`config.mk`:
```
export PLATFORM = sky130hd
export DESIGN_NAME = exc_sched
export DESIGN_NICKNAME = d
export VERILOG_FILES = /design/src/rtl/exc_sched.sv
export SDC_FILE = /design/constraint.sdc
export NUM_CORES = 1
export LEC_CHECK = 0
export ABC_CLOCK_PERIOD_IN_PS = 2200
export BUFFER_PORTS_ARGS = -buffer_cell sky130_fd_sc_hd__buf_2
export CAP_MARGIN = 20
export CORE_MARGIN = 4
export CORE_UTILIZATION = 45
export DETAILED_ROUTE_END_ITERATION = 8
export PLACE_DENSITY_LB_ADDON = 0.12
export SLEW_MARGIN = 25
export SYNTH_ARGS = -nofsm -noshare
export SYNTH_HDL_FRONTEND = slang
export SYNTH_SLANG_ARGS = --single-unit
```
`constraint.sdc`:
```
create_clock -name clk -period 2.2 [get_ports clk]
set_clock_uncertainty 0.1 [all_clocks]
set_input_delay 0.44 -clock clk [delete_from_list [all_inputs] [get_ports clk]]
set_output_delay 0.44 -clock clk [all_outputs]
set_load 0.05 [all_outputs]
```
`src/rtl/exc_sched.sv`:
```
// Exception request scheduler: latches request pulses, picks one by fixed priority and runs
// the Exc/ExcAck handshake, then blocks further exceptions until ERet.
module exc_sched #(
  parameter int unsigned NSRC        = 4,
  parameter int unsigned ACK_TIMEOUT = 16
) (
  input  logic            clk,
  input  logic            reset,
  input  logic [NSRC-1:0] irq_req,
  input  logic [NSRC-1:0] irq_mask,
  input  logic            ExcAck,
  input  logic            ERet,
  input  logic            ovr_clr,
  output logic            Exc,
  output logic [3:0]      EStatus,
  output logic            in_handler,
  output logic [NSRC-1:0] pending,
  output logic [NSRC-1:0] overrun,
  output logic            ack_timeout
);

  localparam int unsigned CntW = $clog2(ACK_TIMEOUT + 1);
  localparam logic [CntW-1:0] TermCnt = CntW'(ACK_TIMEOUT - 1);

  typedef enum logic [1:0] {StIdle, StReq, StHandler} state_e;

  state_e          state_q;
  logic [CntW-1:0] cnt_q;
  logic [NSRC-1:0] eligible;
  logic [NSRC-1:0] sel_onehot;
  logic [NSRC-1:0] new_ovr;
  logic [3:0]      sel_idx;
  logic            take;

  // Descending scan so the lowest eligible index is the one left in sel_idx.
  always_comb begin
    eligible = pending & ~irq_mask;
    sel_idx  = 4'd0;
    for (int i = int'(NSRC) - 1; i >= 0; i--) begin
      if (eligible[i]) sel_idx = 4'(i);
    end
    take       = (state_q == StIdle) && (|eligible);
    sel_onehot = take ? (NSRC'(1) << sel_idx) : '0;
    new_ovr    = irq_req & pending & ~sel_onehot;
  end

  always_ff @(posedge clk or negedge reset) begin
    if (!reset) begin
      state_q     <= StIdle;
      cnt_q       <= '0;
      Exc         <= 1'b0;
      EStatus     <= 4'd0;
      in_handler  <= 1'b0;
      pending     <= '0;
      overrun     <= '0;
      ack_timeout <= 1'b0;
    end else begin
      // A same-cycle request re-sets a bit being cleared by selection.
      pending     <= (pending & ~sel_onehot) | irq_req;
      overrun     <= (ovr_clr ? '0 : overrun) | new_ovr;
      ack_timeout <= 1'b0;
      unique case (state_q)
        StIdle: begin
          if (take) begin
            EStatus <= sel_idx + 4'd1;
            Exc     <= 1'b1;
            cnt_q   <= '0;
            state_q <= StReq;
          end
        end
        StReq: begin
          if (ExcAck) begin
            Exc        <= 1'b0;
            in_handler <= 1'b1;
            state_q    <= StHandler;
          end else if (cnt_q == TermCnt) begin
            Exc         <= 1'b0;
            ack_timeout <= 1'b1;
            state_q     <= StIdle;
          end else if (cnt_q != '1) begin
            cnt_q <= cnt_q + CntW'(1);
          end
        end
        StHandler: begin
          if (ERet) begin
            in_handler <= 1'b0;
            state_q    <= StIdle;
          end
        end
        default: state_q <= StIdle;
      endcase
    end
  end

endmodule

```
# After elaboration in Yosys (flattened, before gate mapping)
# Index checks and enable logic that the tools add are counted.
# W data, S select, Z words.
[op_classes] add_sub_neg=2 n_reduce_logical=10 shift=1 eq_ne=11 bitwise=8 mux=26
[ops] operator="$mux W5" count=4
[ops] operator="$and A4 B4 Y4" count=4
[ops] operator="$mux W4" count=4
[ops] operator="$mux W2" count=6
[ops] operator="$ne A2 B2 Y1 const B" count=6
[ops] operator="$pmux W5 S2" count=1
[ops] operator="$reduce_and A3 Y1" count=3
[ops] operator="$mux W1" count=8
[ops] operator="$not A4 Y4" count=2
[ops] operator="$or A4 B4 Y4" count=2
[ops] operator="$pmux W2 S3" count=1
[ops] operator="$add A5 B1 Y5 const B" count=1
[ops] operator="$eq A5 B4 Y1 const B" count=1
[ops] operator="$ne A5 B5 Y1 const B" count=1
[ops] operator="$reduce_and A5 Y1" count=1
[ops] operator="$add A4 B1 Y4 const B" count=1
[ops] operator="$pmux W1 S2" count=2
[ops] operator="$reduce_bool A2 Y1" count=2
[ops] operator="$reduce_or A4 Y1" count=1
[ops] operator="$shl A1 B4 Y4 const A" count=1
[ops] operator="$ne A3 B3 Y1 const B" count=1
[ops] operator="$eq A2 B1 Y1 const B" count=1
[ops] operator="$eq A2 B2 Y1 const B" count=1
[ops] operator="$logic_not A2 Y1" count=1
[ops] operator="other kinds (2)" count=2
[word_totals] inputBits=13 output_inout_bits=15 word_cells=66 regBits=22

# Longest topological paths before layout
[depth] word_depth=11 ltp_mapped=7 mapped_depth_nobuf=6

# Worst setup path before layout
# No wires, ideal clock.
[synth_timing] path_type="reg2reg" startpoint="register cnt_q[0]" endpoint="register cnt_q[2]" n_path_buf=1 path_stages_with_launch=8 arrival_ps=1893 synth_period_minus_slack_ps=2126 path_slack_ps=74 setup_time_ps=133 required_ps=1967 path_cell_list="dfrtp_1 > ha_1 > and3_1 > ha_1 > or4_1 > clkbuf_1 > a21oi_1 > o22ai_1"
[synth_via] elab_chain_cells=5 word_cells_on_any_way=10 classes_between="add/sub: 1; eq/ne: 4; mux: 4; reduce/logical: 1"
[synth_rtl] element="from (decl)" line="28" source="logic [CntW-1:0] cnt_q;"
[synth_rtl] element="from (signal assigned)" line="81" source="cnt_q <= cnt_q + CntW'(1);"
[synth_rtl] element="$add A5 B1 Y5" line="81"
[synth_rtl] element="$mux W5" line="80" source="end else if (cnt_q != '1) begin"
[synth_rtl] element="$mux W5" line="76" source="end else if (cnt_q == TermCnt) begin"
[synth_rtl] element="$mux W5" line="72" source="if (ExcAck) begin"
[synth_rtl] element="$pmux W5 S2" line="62" source="unique case (state_q)"
# Several ways; a longest one is shown, not always the timed one. The select of a mux whose other input is x is not followed.
# A chain may end at the register's enable or synchronous reset.

# Worst setup path in the final report
# Same ends and word-level chain as after synthesis.

==> results.py <==
metrics = {
    "cts": {
        "path_clk_slew_ns": 0.11,
        "tritoncts.num_buffers": 3,
        "postCtsSetupBuffers": 0,
        "cts_tree": "yes",
        "worstSkewPairLatency_ns": 0.30,
        "cts_max_level": 1,
        "clk_root_buffer_cell": "clkbuf_4",
        "max-clock-path-buffers": 2,
        "tritoncts_num_sinks": 21,
    },
    "cells_and_area": {
        "n_antenna_cell": 0,
        "most_used_cells_in_the_layout_excluding_fill_and_tap_cells": "buf_2 (26), dfrtp_1 (21), o21ai_0 (11)",
        "finish.net_count": 143,
        "layout.cells.most_common": "buf_2",
        "proportion_of_layout_cells_with_a_drive_suffix_above_1_pct": 31.0,
        "flow.area_growth_from_synthesis_pct": 22.7,
        "postLayoutCellArea_um2": 1190,
    },
    "floorplanning": {
        "die_width_um": 54.4,
        "effective_utilization_at_floorplan_pct": 48.4,
        "floorplan.io_pins": 28,
        "fp.dieArea_um2": 2960,
        "fp.coreArea_um2": 2000,
        "floorplan.die.height_um": 54.4,
        "num_rows": 16,
    },
    "logic_synthesis": {
        "synth_seq_area_share_pct": 54.2,
        "synthesis.instances": 94,
        "syn-mean-instance-area_um2": 10.3,
        "netlist_area_pre_place_um2": 970,
        "number_of_warnings_issued_by_yosys": 0,
        "ys_seq_elements": 21,
        "ys_types": 26,
        "synth_fp_nets": 110,
    },
    "placement": {
        "dp_hpwl_mm": 1.43,
        "post-place-ws_ns": -0.00997,
        "port-buffer-count": 26,
        "place.gp.congestion": 0.732,
        "placed_instance_area_um2": 1140,
    },
    "routing": {
        "viasPerCell": 5.25,
        "vias": 804,
        "wl_mm": 1.93,
        "drt_drc_violations_left": 0,
        "number_of_antenna_violating_nets_in_the_routed_design": 0,
        "detail_route.first_pass.iterations": 4,
        "post_drt_wl_per_cell_um": 12.6,
        "drt_iter0_drc": 14,
    },
    "power_and_ir_drop": {
        "power.share.sequential_pct": 40.6,
        "power.density_cell_area_nw_per_um2": 1200,
        "peakVddDrop_uv": 583,
        "internal_power_mw": 0.756,
        "power.net_switching_mw": 0.669,
        "share_comb_of_total_power_pct": 46.9,
        "p_sw_share_pct": 46.9,
        "clock_power_share_pct": 12.5,
        "totalPowerFinal_mw": 1.43,
        "leakage_nw": 0.568,
    },
    "worst_hold_path": {
        "timing.hold.worst.start": "irq_req[0]",
        "whs_path_depth": 3,
        "whs_endpoint": "pending[0]$_DFF_PN0_",
        "worstHoldPathType": "in -> reg",
    },
    "timing": {
        "finalCritPeriodShare_pct": 94.3,
        "timing_max_transition_violations_final": 0,
        "finalSetupViolCount": 0,
        "rsz_0062_raised_after_global_routing": "no",
        "post-route-worst-setup-slack_ns": 0.125,
        "final.min_clock_period_ns": 2.08,
        "hold_viol": 0,
        "fmax_mhz": 482,
    },
    "global_route": {
        "number_of_antenna_violations_at_the_first_check_in_global_routing": 0,
        "via_count_of_the_first_global_routing_pass": 739,
        "grt_first_pass_wirelength_mm": 3.14,
        "globalRoute.totalOverflow": 0,
        "grt_max_degree": 22,
        "grt_usage_pct": 15.1,
    },
    "worst_setup_path": {
        "crit_slowest_cell": "or4_4",
        "reg2reg_from": "cnt_q[0]$_DFFE_PN0P_",
        "cp.required_ns": 2.29,
        "slowest_delay_ns": 0.57,
        "reg2regPathDepth": 6,
        "crit_path_start_kind": "register",
        "worstSetupPathType": "reg -> reg",
        "crit_path_end_kind": "register",
        "critPathMostFrequentCell": "ha_1",
        "critPathMaxFanout": 5,
        "regToRegEndpoint": "cnt_q[2]$_DFFE_PN0P_",
        "critical_path.cell_chain": "ha_1, and3_1, ha_1, or4_4, a21oi_1, o22ai_1",
        "critPathArrivalTime_ns": 2.17,
        "r2r_slack_ns": 0.12,
    },
    "outcome": {
        "status": "completed",
    },
    "flow_run": {
        "cap_violations": 0,
    },
}
==> how the worst max path moves through the flow <==
stage                                    start              endpoint  slack (ns)  cells past startpoint
final                     cnt_q[0]$_DFFE_PN0P_  cnt_q[2]$_DFFE_PN0P_        0.12                      6
after global routing      cnt_q[0]$_DFFE_PN0P_  cnt_q[2]$_DFFE_PN0P_       0.009                      6
after CTS                 cnt_q[0]$_DFFE_PN0P_  cnt_q[2]$_DFFE_PN0P_        0.10                      6
after detailed placement  cnt_q[0]$_DFFE_PN0P_  cnt_q[2]$_DFFE_PN0P_       -0.01                      6
after global placement    cnt_q[0]$_DFFE_PN0P_  cnt_q[2]$_DFFE_PN0P_        0.05                      6
after floorplan           cnt_q[0]$_DFFE_PN0P_  cnt_q[2]$_DFFE_PN0P_        0.07                      7
==> layout make-up <==
cell class                      instances  area, um^2
Sequential cell                        21         526
Multi-Input combinational cell         64         418
Tap cell                               27        33.8
Inverter                                8        30.0
Fill cell                             192         812
Timing Repair Buffer                   29         155
Clock buffer                            3        22.5
Clock inverter                          1        5.00
==> synthesized netlist by cell type <==
cell type | number | area (um^2)
dfrtp_1 | 21 | 526
o21ai_0 | 11 | 55.1
nand2_1 | 9 | 33.8
inv_1 | 8 | 30.0
nor2_1 | 6 | 22.5
a21oi_1 | 5 | 25.0
nand3_1 | 5 | 25.0
ha_1 | 3 | 37.5
nand2b_1 | 3 | 18.8
o2bb2ai_1 | 3 | 26.3
o31ai_1 | 3 | 22.5
nor2b_1 | 2 | 12.5
nor2b_4 | 2 | 27.5
a21o_1 | 1 | 7.51
a32o_1 | 1 | 10.0
and3_1 | 1 | 6.26
buf_4 | 1 | 7.51
clkbuf_1 | 1 | 3.75
conb_1 | 1 | 3.75
nor3b_1 | 1 | 7.51
o22ai_1 | 1 | 6.26
o41ai_2 | 1 | 16.3
or3_4 | 1 | 11.3
or4_1 | 1 | 7.51
or4_4 | 1 | 11.3
xor2_1 | 1 | 8.76
==> repair_timing <==
| action | 4_1_cts | 5_1_grt |
|---|---|---|
| gates cloned | 0 | 1 |
| endpoints found under the setup margin | 1 | 1 |
| resized for setup | 1 | 1 |
| hold endpoints to repair | 21 | 0 |
| hold buffers | 1 | 0 |
| pin swaps | 0 | 1 |
==> critical path: cells and delay by family (launching register included) <==
kind            cells  cell delay (ns)
compound gates      2             0.24
fa+ha+maj           2             0.44
simple gates        2             0.78
flops               1             0.42
==> cells by family (layout without fill, tap and decap cells) <==
| group | count (synthesis) | count (layout) | synth area share [%] |
|---|---|---|---|
| buf+inv | 10 | 41 | 4.26 |
| fa+ha+maj | 3 | 3 | 3.87 |
| flops | 21 | 21 | 54.2 |
| other cells | 1 | 1 | 0.387 |
| simple gates | 32 | 33 | 19.0 |
| xor+xnor | 1 | 1 | 0.903 |
| compound gates | 26 | 26 | 17.4 |
==> metrics by stage <==
stage | util (%) | hold slack [ns] | cells | setup TNS (ns)
6_report | 59.4 | 0.228 | 153 | 0
5_1_grt | 59.4 | 0.203 | 153 | 0
4_1_cts | 58.9 | 0.217 | 152 | 0
3_5_place_dp | 56.8 | 0.320 | 147 | -0.00997
3_3_place_gp | 56.8 | 0.322 | 147 | 0
2_1_floorplan | - | 0.0444 | 94 | 0
==> state kept, by name (all words and copies together), names as in the netlist <==
name,flops
ack_timeout,1
overrun,4
state_q,2
cnt_q,5
EStatus,3
Exc,1
in_handler,1
pending,4
==> per-layer routing <==
metal,global-route usage [%],vias to the layer above,share of wire (%)
li1,-,390,-
met1,17.2,390,44
met2,25.5,22,48
met3,5.99,2,7.4
met4,4.98,0,0.67
met5,0,-,0
==> power by group through the flow <==
stage / clock, mW / sequential (mW) / combinational, mW
after global placement: 0 / 0.583 / 0.641
after detailed placement: 0 / 0.590 / 0.653
final: 0.178 / 0.579 / 0.669
after global routing: 0.212 / 0.598 / 0.726
after CTS: 0.189 / 0.581 / 0.663
after floorplan: 0 / 0.814 / 0.247
Power figures use the tool's default switching activity.
